`src/rtl/multicycle_control_unit.sv`:
```
// Registered control unit for the 8-bit processor. It decodes the opcode, runs a valid/ready
// instruction handshake, stalls for the multiplier and sequences data-memory accesses on BUSYWAIT.
module multicycle_control_unit #(
    parameter int OPCODE_WIDTH = 8,
    parameter int MUL_CYCLES   = 2
) (
    input  logic                    CLK,
    input  logic                    RESET,
    input  logic                    INSTR_VALID,
    input  logic [OPCODE_WIDTH-1:0] OPCODE,
    input  logic                    BUSYWAIT,
    output logic                    INSTR_READY,
    output logic                    WRITE_ENABLE,
    output logic [2:0]              ALUOP,
    output logic                    SIGN_CONTROL,
    output logic                    OPERAND_CONTROL,
    output logic [1:0]              BRANCH_CONTROL,
    output logic                    JUMP_CONTROL,
    output logic                    MEM_READ,
    output logic                    MEM_WRITE,
    output logic                    WB_SEL,
    output logic                    ILLEGAL_OP,
    output logic [2:0]              DBG_STATE
);
    localparam int CNT_W = (MUL_CYCLES > 1) ? $clog2(MUL_CYCLES) : 1;
    localparam logic [CNT_W-1:0] CNT_LOAD = CNT_W'(MUL_CYCLES - 1);

    typedef enum logic [2:0] {
        IDLE     = 3'd0,
        EXEC     = 3'd1,
        MUL_WAIT = 3'd2,
        MEM      = 3'd3,
        WB       = 3'd4
    } state_t;

    typedef struct packed {
        logic       we;
        logic [2:0] aluop;
        logic       sign;
        logic       opnd;
        logic [1:0] branch;
        logic       jump;
        logic       mem_read;
        logic       mem_write;
        logic       wb_sel;
        logic       illegal;
    } ctl_t;

    state_t           r_state;
    ctl_t             r_ctl;
    logic [CNT_W-1:0] r_cnt;
    logic             r_is_load;

    ctl_t             w_entry_ctl;
    logic             w_upper_zero;
    logic             w_is_mul;
    logic             w_is_mem;
    logic             w_is_load;
    logic             w_accept;

    generate
        if (OPCODE_WIDTH > 8) begin : g_upper
            assign w_upper_zero = ~|OPCODE[OPCODE_WIDTH-1:8];
        end else begin : g_no_upper
            assign w_upper_zero = 1'b1;
        end
    endgenerate

    // Handshake: an opcode is taken on a rising CLK edge where INSTR_VALID & INSTR_READY are both 1;
    // while INSTR_READY is 0 the presented OPCODE is not consumed and has no effect.
    assign INSTR_READY = (r_state == IDLE) || (r_state == EXEC) || (r_state == WB);
    assign w_accept    = INSTR_VALID & INSTR_READY;

    // Controls for the first cycle after the handshake, whatever state the opcode leads to.
    always_comb begin
        w_entry_ctl = '0;
        w_is_mul    = 1'b0;
        w_is_mem    = 1'b0;
        w_is_load   = 1'b0;
        if (!w_upper_zero) begin
            w_entry_ctl.illegal = 1'b1;
        end else begin
            case (OPCODE[7:0])
                8'h00: begin w_entry_ctl.we = 1'b1; w_entry_ctl.opnd = 1'b1; end
                8'h01: w_entry_ctl.we = 1'b1;
                8'h02: begin w_entry_ctl.we = 1'b1; w_entry_ctl.aluop = 3'b001; end
                8'h03: begin w_entry_ctl.we = 1'b1; w_entry_ctl.aluop = 3'b001; w_entry_ctl.sign = 1'b1; end
                8'h04: begin w_entry_ctl.we = 1'b1; w_entry_ctl.aluop = 3'b010; end
                8'h05: begin w_entry_ctl.we = 1'b1; w_entry_ctl.aluop = 3'b011; end
                8'h06: w_entry_ctl.jump = 1'b1;
                8'h07: begin w_entry_ctl.aluop = 3'b001; w_entry_ctl.sign = 1'b1; w_entry_ctl.branch = 2'b01; end
                8'h08, 8'h09: begin
                    w_is_mem = 1'b1;
                    w_is_load = 1'b1;
                    w_entry_ctl.mem_read = 1'b1;
                    w_entry_ctl.opnd = OPCODE[0];
                end
                8'h0A, 8'h0B: begin
                    w_is_mem = 1'b1;
                    w_entry_ctl.mem_write = 1'b1;
                    w_entry_ctl.opnd = OPCODE[0];
                end
                8'h0C: begin w_is_mul = 1'b1; w_entry_ctl.aluop = 3'b100; end
                8'h0D: begin w_entry_ctl.we = 1'b1; w_entry_ctl.aluop = 3'b101; end
                8'h0E: begin w_entry_ctl.aluop = 3'b001; w_entry_ctl.sign = 1'b1; w_entry_ctl.branch = 2'b10; end
                default: w_entry_ctl.illegal = 1'b1;
            endcase
        end
    end

    always_ff @(posedge CLK or posedge RESET) begin
        if (RESET) begin
            r_state   <= IDLE;
            r_ctl     <= '0;
            r_cnt     <= '0;
            r_is_load <= 1'b0;
        end else if (w_accept) begin
            r_ctl     <= w_entry_ctl;
            r_is_load <= w_is_load;
            r_cnt     <= CNT_LOAD;
            if (w_is_mul) begin
                r_state <= MUL_WAIT;
            end else if (w_is_mem) begin
                r_state <= MEM;
            end else begin
                r_state <= EXEC;
            end
        end else begin
            case (r_state)
                EXEC, WB: begin
                    r_state <= IDLE;
                    r_ctl   <= '0;
                end
                MUL_WAIT: begin
                    if (r_cnt == '0) begin
                        r_state  <= WB;
                        r_ctl.we <= 1'b1;
                    end else begin
                        r_cnt <= r_cnt - CNT_W'(1);
                    end
                end
                MEM: begin
                    // Entering MEM took an edge, so any later edge with BUSYWAIT low completes the access.
                    if (!BUSYWAIT) begin
                        if (r_is_load) begin
                            r_state        <= WB;
                            r_ctl.mem_read <= 1'b0;
                            r_ctl.we       <= 1'b1;
                            r_ctl.wb_sel   <= 1'b1;
                        end else begin
                            r_state <= IDLE;
                            r_ctl   <= '0;
                        end
                    end
                end
                default: begin
                    r_state <= IDLE;
                    r_ctl   <= '0;
                end
            endcase
        end
    end

    assign WRITE_ENABLE    = r_ctl.we;
    assign ALUOP           = r_ctl.aluop;
    assign SIGN_CONTROL    = r_ctl.sign;
    assign OPERAND_CONTROL = r_ctl.opnd;
    assign BRANCH_CONTROL  = r_ctl.branch;
    assign JUMP_CONTROL    = r_ctl.jump;
    assign MEM_READ        = r_ctl.mem_read;
    assign MEM_WRITE       = r_ctl.mem_write;
    assign WB_SEL          = r_ctl.wb_sel;
    assign ILLEGAL_OP      = r_ctl.illegal;
    assign DBG_STATE       = r_state;

endmodule

```
`config.mk`:
```
export PLATFORM = sky130hd
export DESIGN_NAME = multicycle_control_unit
export DESIGN_NICKNAME = d
export VERILOG_FILES = /design/src/rtl/multicycle_control_unit.sv
export SDC_FILE = /design/constraint.sdc
export NUM_CORES = 1
export LEC_CHECK = 0
export CAP_MARGIN = 20
export CORE_MARGIN = 2
export CORE_UTILIZATION = 48
export DETAILED_ROUTE_END_ITERATION = 7
export PLACE_DENSITY = 0.81
export SYNTH_ARGS = -nofsm -noshare
export SYNTH_HDL_FRONTEND = slang
export SYNTH_SLANG_ARGS = --single-unit
```
`constraint.sdc`:
```
create_clock -name CLK -period 2.8 [get_ports CLK]
set_input_delay 0.28 -clock CLK [delete_from_list [all_inputs] [get_ports CLK]]
set_output_delay 0.28 -clock CLK [all_outputs]
set_load 0.01 [all_outputs]
```
==> results of run 1 <==
## cells in the final DEF (no fill, tap or decap), drive strengths merged
master	n
clkdlybuf4s50	28
mux2i	2
and4b	1
o21ai	5
o21a	1
nor3b	2
a32o	1
a22o	1
nor2	2
nor4	1
and3	1
nand2	9
dfrtp	18
nand4	1
nand3	2
a21oi	4
o31ai	1
nand2b	4
o22ai	3
a21boi	1
nor2b	1
inv	5
o2bb2ai	6
nand4b	1
o2111ai	1
clkbuf	3
o32ai	2
nor3	1
nand3b	1
o211ai	4
## cells by family (layout without fill, tap and decap cells)
family	after synthesis	after routing	share of synthesized area, %
compound gates	30	30	26.1
flops	18	18	49.4
simple gates	27	27	18.5
mux	2	2	2.19
buf+inv	9	36	3.84
## metrics by stage
stage | hold slack (ps) | total power [mW] | cell area [um^2] | setup WS [ps]
3_3_place_gp | 478 | 0.345 | 1210 | 1070
4_1_cts | 405 | 0.468 | 1230 | 788
6_report | 384 | 0.469 | 1230 | 769
5_1_grt | 441 | 0.480 | 1230 | 730
3_5_place_dp | 473 | 0.346 | 1210 | 991
2_1_floorplan | 219 | 0.311 | 912 | 1440
## worst max-delay path, cell delays in order, from the launching register on
cell	delay, ps
dfrtp_1	480
a21oi_2	370
clkdlybuf4s50_1	610
## power groups by stage
stage,combinational [mW],sequential (mW),clock [mW]
floorplan,0.0359,0.275,0
global placement,0.0708,0.274,0
detailed placement,0.0717,0.274,0
CTS,0.0720,0.269,0.126
global route,0.0778,0.270,0.132
finish,0.0721,0.269,0.127
## per-layer routing
metal / vias up / global-route usage (%)
li1: 383 / -
met1: 378 / 28.1
met2: 26 / 33.5
met3: 3 / 3.40
met4: 0 / 8.11
met5: - / 0
## layout make-up
type	instances	area (um^2)
Clock buffer	3	22.5
Fill cell	150	534
Inverter	5	18.8
Multi-Input combinational cell	59	427
Sequential cell	18	450
Tap cell	25	31.3
Timing Repair Buffer	28	280
## worst paths after layout
| check | from | depth (start not counted) | end | slack (ps) |
|---|---|---|---|---|
| max | DBG_STATE[0]$_DFFE_PP0P_ | 2 | INSTR_READY | 770 |
| min in group CLK | MEM_WRITE$_DFFE_PP0P_ | 1 | MEM_WRITE$_DFFE_PP0P_ | 500 |
| max reg2reg | DBG_STATE[0]$_DFFE_PP0P_ | 3 | OPERAND_CONTROL$_DFFE_PP0P_ | 1330 |
| min reg2reg | MEM_WRITE$_DFFE_PP0P_ | 1 | MEM_WRITE$_DFFE_PP0P_ | 500 |
| min | RESET | 2 | MEM_READ$_DFFE_PP0P_ | 380 |
| max in group asynchronous | RESET | 2 | BRANCH_CONTROL[1]$_DFFE_PP0P_ | 1990 |
==> metrics.txt, run 1 <==
status completed; Total GRT Usage about 21%; Final min period slightly above 2000 ps; routability cong. between 0.8 and 0.9; gr ovfl total 0; Max Cap Viol 0; Sink Count 18; final wirelength 2060 um; TritonCTS buffer count 3; largest net degree at the start of global routing 19; latest clock arrival within the worst-skew pair 290 ps; async set-reset flop share out of synthesis 100%; Cells after Synth 86; share of post-route cells with drive strength above 1 under 10%; TritonRoute pass-1 iters 4; area grow syn2layout 34.8%; leakage power 0.485 nW; top cell type by total area after synthesis dfrtp_1; pwr dens 381 nW/um^2; die area 2260 um^2; met2 WL post-DR just over 900 um; synthesized netlist net count 98; Die Span Y between 40 and 50 um; met1 WL around 1000 um; fin util 69.7%; max layer used met4; worst-case clock buffer depth 2; Slew Limit Fails 0; top_reg_cell synth dfrtp_1; Sequential Power Share a little under three fifths; Pint between 300 and 400 uW; crit path capture type output port; Unique masters post-synth 32; drt wl/cell 14.9 um; cell area after synthesis slightly above 900 um^2; starting DRC count in detailed routing 10; RSZ-0062 raised after global routing no; vias in the first global route 737; final count of hold timing violations 0; CTS tree done; Post-Place Cells ~140; synth cell count leaders dfrtp_1, nand2_1, o2bb2ai_1, inv_1; worst-margin pin slew between 600 and 700 ps; crit path DAT roughly 1800 ps; total I/O pin count 29; Seq cells post-synth 18; Die Span X roughly 48 um; Resized Gates After CTS 0; Clk pin slew, worst setup/hold paths around 100 ps; Nets 127; first-pass GRT wire length 3250 um; core area 1760 um^2; sw frac between 20% and 30%; number of synthesized flops with an enable pin 0; via/cell ratio roughly 5.7; hold crit path type input pin to async pin; Final Cycle Share 72.5%; Ant. Diodes 0; Switch Pwr ~120 uW; syn_area_per_cell 10.6 um^2; count leader, synth dfrtp_1; I/O Buffers 28; yosys synthesis warning count 0; ANT nets after route 0; CP Class register to output port; maximum fanout along the worst path 8; postcts setup bufs 0; Post-CTS Hold Fix Bufs 0; Synth area leaders dfrtp_1, o2bb2ai_1, nand2_1; final setup TNS 0 ps; fmax between 0.4 and 0.5 GHz; post-synthesis sequential area ratio 49.4%; Comb pwr share about 15%; Clock power frac roughly 27%; metal3 WL 103 um; Critical Path Start Type register; routed vias a little under 800; Post-Layout Cell Count between 100 and 150; initial antenna violation count 0; share of the synthesized area in the top cell type just under 50%; Post-Route Skew around 1.4 ps; row count 15; worst vdd ir 0.000255 V; Final setup viols 0; DRC Markers 0; CP Data Required Time 2520 ps; initial core utilization between 50 and 60%; H-tree depth 1; Max-Slew Margin vs Limit approximately 55%; CTS root buf clkbuf_4; HPWL Detailed 1540 um
Power figures use the tool's default switching activity.
==> run 2, diff against run 1 <==
--- a/config.mk
+++ b/config.mk
@@ -7,9 +7,9 @@
 export LEC_CHECK = 0
 export CAP_MARGIN = 20
 export CORE_MARGIN = 2
-export CORE_UTILIZATION = 48
+export CORE_UTILIZATION = 45
 export DETAILED_ROUTE_END_ITERATION = 7
-export PLACE_DENSITY = 0.81
+export PLACE_DENSITY = 0.77
 export SYNTH_ARGS = -nofsm -noshare
 export SYNTH_HDL_FRONTEND = slang
 export SYNTH_SLANG_ARGS = --single-unit
==> constraint.sdc (replaced) <==
create_clock -name CLK -period 2 [get_ports CLK]
set_input_delay 0.2 -clock CLK [delete_from_list [all_inputs] [get_ports CLK]]
set_output_delay 0.2 -clock CLK [all_outputs]
set_load 0.01 [all_outputs]
==> run 2 against run 1 <==
  * Flip-flop and latch count is the same
  * Cell count increased by 2.2%
  * Sequential share of layout area is 0.30 points lower
  * Register-to-register slack got worse by 740 ps
  * Final area up 0.81%
  * Total power is 40% higher
  * Global-route usage down 0.53 points
  * Count of clock-buffer cells in the layout did not move
  * First-iteration DRC count up 70%
  * Critical endpoint unchanged
  * Largest cell class unchanged
  * Highest routed layer unchanged
==> metrics.txt, run 2 (synthesis results as in run 1) <==
status completed; die area approximately 2400 um^2; routed vias between 800 and 900; row count 16; Post-Layout Cell Count 141; DP Worst Slack approximately 270 ps; Final setup viols 0; latest clock arrival within the worst-skew pair slightly below 300 ps; Final min period between 1500 and 2000 ps; via/cell ratio 5.82; crit path DAT between 1500 and 2000 ps; r2r endpoint BRANCH_CONTROL[0]$_DFFE_PP0P_; CP Class register to output port; most frequent cells in the layout clkdlybuf4s50_1, dfrtp_1, nand2_1, o2bb2ai_1, inv_1; max layer used met4; H-tree depth 1; Slew Limit Fails 0; commonest non-fill, non-tap cell in the layout clkdlybuf4s50_1; worst reg2reg path depth 4; register-to-register setup slack 590 ps; TritonRoute pass-1 iters 4; worst-case clock buffer depth 2; Ant. Diodes 0; Die Span Y between 40 and 50 um; drt wl/cell 14.9 um; Resized Gates After CTS 0; Clock power frac 27.0%; vias in the first global route roughly 850; Total GRT Usage 20.2%; met2 WL post-DR 1010 um; Post-CTS Hold Fix Bufs 0; maximum fanout along the worst path 8; Die Span X slightly below 50 um; initial antenna violation count 0; fmax slightly below 0.6 GHz; final setup margin roughly 290 ps; HPWL Detailed between 1500 and 2000 um; TritonCTS buffer count 3; CTS root buf clkbuf_4; RSZ-0062 raised after global routing no; final count of hold timing violations 0; routability cong. around 0.8; ANT nets after route 0; total I/O pin count 29; hold crit path type input pin to async pin; gr ovfl total 0; CP Data Required Time between 1500 and 2000 ps; CTS tree done; starting DRC count in detailed routing 17; Max-Slew Margin vs Limit 55.1%; largest net degree at the start of global routing 19; fin util a little under two thirds; initial core utilization ~47%; Post-Route Skew around 8.6 ps; final wirelength around 2100 um; DRC Markers 0; pwr dens ~530 nW/um^2; share of post-route cells with drive strength above 1 around 8.8%; area grow syn2layout 35.9%; Final Cycle Share 85.7%; Max Cap Viol 0; crit path capture type output port; Pint roughly 490 uW; metal3 WL 115 um; Nets 128; leakage power 0.489 nW; first-pass GRT wire length ~3700 um; I/O Buffers 28; worst reg2reg path startpoint DBG_STATE[0]$_DFFE_PP0P_; Clk pin slew, worst setup/hold paths around 100 ps; Sequential Power Share between 50% and 60%; Sink Count 18; Post-Place Cells 138; Comb pwr share 15.5%; sw frac 25.6%; met1 WL 949 um; postcts setup bufs 0; Switch Pwr 168 uW; final setup TNS 0 ps; worst vdd ir about 0.00038 V; Critical Path Start Type register; core area just under 2000 um^2; worst-margin pin slew 673 ps
## run 2: cell count changes in the layout (fill, tap and decap cells not counted), sizes merged
| cell | delta |
|---|---|
| buf | +1 |
## run 2: final cells by class
cell class                      instances  area [um^2]
Timing Repair Buffer                   29          288
Multi-Input combinational cell         59          427
Sequential cell                        18          450
Fill cell                             174          702
Tap cell                               27         33.8
Clock buffer                            3         22.5
Inverter                                5         18.8
## run 2: metrics by stage
stage / instance area [um^2] / power [mW] / hold WS, ps
after floorplan: 912 / 0.436 / 139
after global placement: 1220 / 0.484 / 479
after detailed placement: 1220 / 0.486 / 475
after CTS: 1240 / 0.665 / 331
after global routing: 1240 / 0.686 / 384
final: 1240 / 0.656 / 308
## run 2: critical path: stages, from the launching register on
cell and delay, ps:
dfrtp_1 490, a21oi_2 180, clkdlybuf4s50_1 550
## run 2: routing by layer
layer | up-vias | global-route usage, %
met5 | - | 0
met4 | 0 | 10.5
met3 | 4 | 4.91
met2 | 34 | 32.0
met1 | 395 | 25.7
li1 | 387 | -
## run 2: worst max path at each step
stage / startpoint / end / cells after the start
2_1_floorplan: DBG_STATE[0]$_DFFE_PP0P_ / BRANCH_CONTROL[0]$_DFFE_PP0P_ / 3
4_1_cts: DBG_STATE[0]$_DFFE_PP0P_ / INSTR_READY / 2
3_3_place_gp: OPCODE[5] / OPERAND_CONTROL$_DFFE_PP0P_ / 4
6_report: DBG_STATE[0]$_DFFE_PP0P_ / INSTR_READY / 2
5_1_grt: DBG_STATE[0]$_DFFE_PP0P_ / INSTR_READY / 2
3_5_place_dp: OPCODE[5] / BRANCH_CONTROL[0]$_DFFE_PP0P_ / 4
## run 2: power groups by stage
stage	Combinational (mW)	Sequential, mW	Clock [mW]
after floorplan	0.0503	0.385	0
after global placement	0.101	0.384	0
after detailed placement	0.102	0.384	0
after CTS	0.102	0.377	0.185
after global routing	0.112	0.378	0.196
final	0.102	0.377	0.177
==> run 3, diff against run 2 <==
--- a/config.mk
+++ b/config.mk
@@ -8,7 +8,9 @@
 export CAP_MARGIN = 20
 export CORE_MARGIN = 2
 export CORE_UTILIZATION = 45
+export CTS_CLUSTER_SIZE = 8
 export DETAILED_ROUTE_END_ITERATION = 7
+export GPL_TIMING_DRIVEN = 0
 export PLACE_DENSITY = 0.77
 export SYNTH_ARGS = -nofsm -noshare
 export SYNTH_HDL_FRONTEND = slang
==> run 3 against run 2 <==
  * Clock power grew 29%
  * Clock skew decreased by 6.5 ps
  * Total power increased by 8.0%
  * Sequential share of layout area fell by 0.86 points
  * Cell count is 2.8% higher
  * Combinational power barely moved
  * Core utilization is 1.5 points higher
  * Setup slack worse by 130 ps
  * Sequential power about the same
  * Flip-flop and latch count stayed put
  * Worst hold slack got worse by 17 ps
==> metrics.txt, run 3 (synthesis results as in run 1) <==
leakage power roughly 0.5 nW; CP Data Required Time around 1800 ps; Post-Route Skew ~2 ps; sequential cell area ~450 um^2; row count 16; initial core utilization approximately 47%; DRC Markers 0; starting DRC count in detailed routing 15; Ant. Diodes 0; Final Cycle Share approximately 92%; hold crit path type input pin to async pin; Die Span X roughly 49 um; die area ~2400 um^2; initial antenna violation count 0; final setup TNS 0 ps; CTS root buf clkbuf_4; worst-case clock buffer depth 2; Final min period roughly 1800 ps; Worst Setup SP DBG_STATE[0]$_DFFE_PP0P_; HPWL Detailed between 1500 and 2000 um; Total GRT Usage just under 20%; Critical Path End INSTR_READY; final setup margin between 150 and 200 ps; CP Class register to output port; crit path DAT approximately 1700 ps; drt wl/cell 14.1 um; area grow syn2layout 39.2%; Clk pin slew, worst setup/hold paths approximately 100 ps; Critical Path Start Type register; most frequent cells in the layout clkdlybuf4s50_1, dfrtp_1, nand2_1, o2bb2ai_1, inv_1; fmax approximately 0.54 GHz; total I/O pin count 29; Final setup viols 0; share of post-route cells with drive strength above 1 roughly a tenth; I/O Buffers 28; largest net degree at the start of global routing 19; gr ovfl total 0; Sink Count 18; vias in the first global route 760; via/cell ratio ~5.5; Die Span Y ~50 um; worst vdd ir approximately 0.00037 V; fillers about 160; RSZ-0062 raised after global routing no; Max Cap Viol 0; crit path capture type output port; commonest non-fill, non-tap cell in the layout clkdlybuf4s50_1; area of the multi-input gates ~430 um^2; Slew Limit Fails 0; first-pass GRT wire length 3530 um; maximum fanout along the worst path 8; final count of hold timing violations 0; r2r endpoint BRANCH_CONTROL[0]$_DFFE_PP0P_; final wirelength ~2000 um; core area roughly 1900 um^2; worst reg2reg path depth 3; postcts setup bufs 0; status completed; ANT nets after route 0; worst-margin pin slew between 600 and 700 ps; TritonCTS buffer count 3; routability cong. 0.832; Nets 131; pwr dens about 560 nW/um^2; CTS tree done; Max-Slew Margin vs Limit between 50% and 60%; worst reg2reg path startpoint DBG_STATE[0]$_DFFE_PP0P_; routed vias 803; TritonRoute pass-1 iters 6; DP Worst Slack 259 ps; register-to-register setup slack roughly 630 ps; H-tree depth 1; latest clock arrival within the worst-skew pair between 200 and 300 ps
-- run 3: cell count changes in the layout (fill, tap and decap cells not counted), sizes merged --
| cell | previous run | this run |
|---|---|---|
| clkbuf | 3 | 7 |
-- run 3: timing repair --
item                       4_1_cts  5_1_grt
gates resized for setup          0        1
hold buffers                     0        0
setup endpoints to repair        0        1
-- run 3: area by class of cell --
type	count	share of cell area, %
inverter	5	1.48
timing repair buffer	28	22.1
buffer	4	1.28
clock buffer	4	2.86
sequential	18	35.5
multi-input combinational	59	34.2
tap	27	2.66
-- run 3: worst max-delay path, stage by stage, from the launching register on --
cell and delay [ps]:
dfrtp_1 490, a21oi_4 280, clkdlybuf4s50_1 580
-- run 3: where the power goes --
group | total (mW) | switching [mW] | internal (mW)
Clock | 0.228 | 0.117 | 0.111
Combinational | 0.102 | 0.0534 | 0.0490
Sequential | 0.377 | 0.00757 | 0.370
Total | 0.708 | 0.178 | 0.530
-- run 3: worst min path at each step --
stage | from | to | slack (ps) | cells past startpoint
3_5_place_dp | SIGN_CONTROL$_DFFE_PP0P_ | SIGN_CONTROL$_DFFE_PP0P_ | 470 | 1
3_3_place_gp | ALUOP[1]$_DFFE_PP0P_ | ALUOP[1]$_DFFE_PP0P_ | 480 | 1
6_report | RESET | WB_SEL$_DFFE_PP0P_ | 290 | 2
4_1_cts | RESET | DBG_STATE[0]$_DFFE_PP0P_ | 320 | 2
5_1_grt | RESET | DBG_STATE[0]$_DFFE_PP0P_ | 380 | 2
2_1_floorplan | RESET | ALUOP[0]$_DFFE_PP0P_ | 140 | 1
-- run 3: metrics by stage --
step | hold slack, ps | cell area (um^2) | std cells | utilization (%) | total power [mW]
after floorplan | 139 | 912 | 86 | - | 0.436
after global placement | 477 | 1230 | 141 | 63.1 | 0.485
after detailed placement | 473 | 1230 | 141 | 63.1 | 0.486
after CTS | 318 | 1260 | 145 | 65.0 | 0.716
after global routing | 379 | 1270 | 145 | 65.4 | 0.738
final | 291 | 1270 | 145 | 65.4 | 0.708
-- run 3: per-layer routing --
layer | GRT usage [%] | wire length, um | up-vias
li1 | - | - | 391
met1 | 24.5 | 929 | 383
met2 | 31.5 | 980 | 25
met3 | 4.29 | 101 | 4
met4 | 8.57 | 27 | 0
met5 | 0 | 0 | -
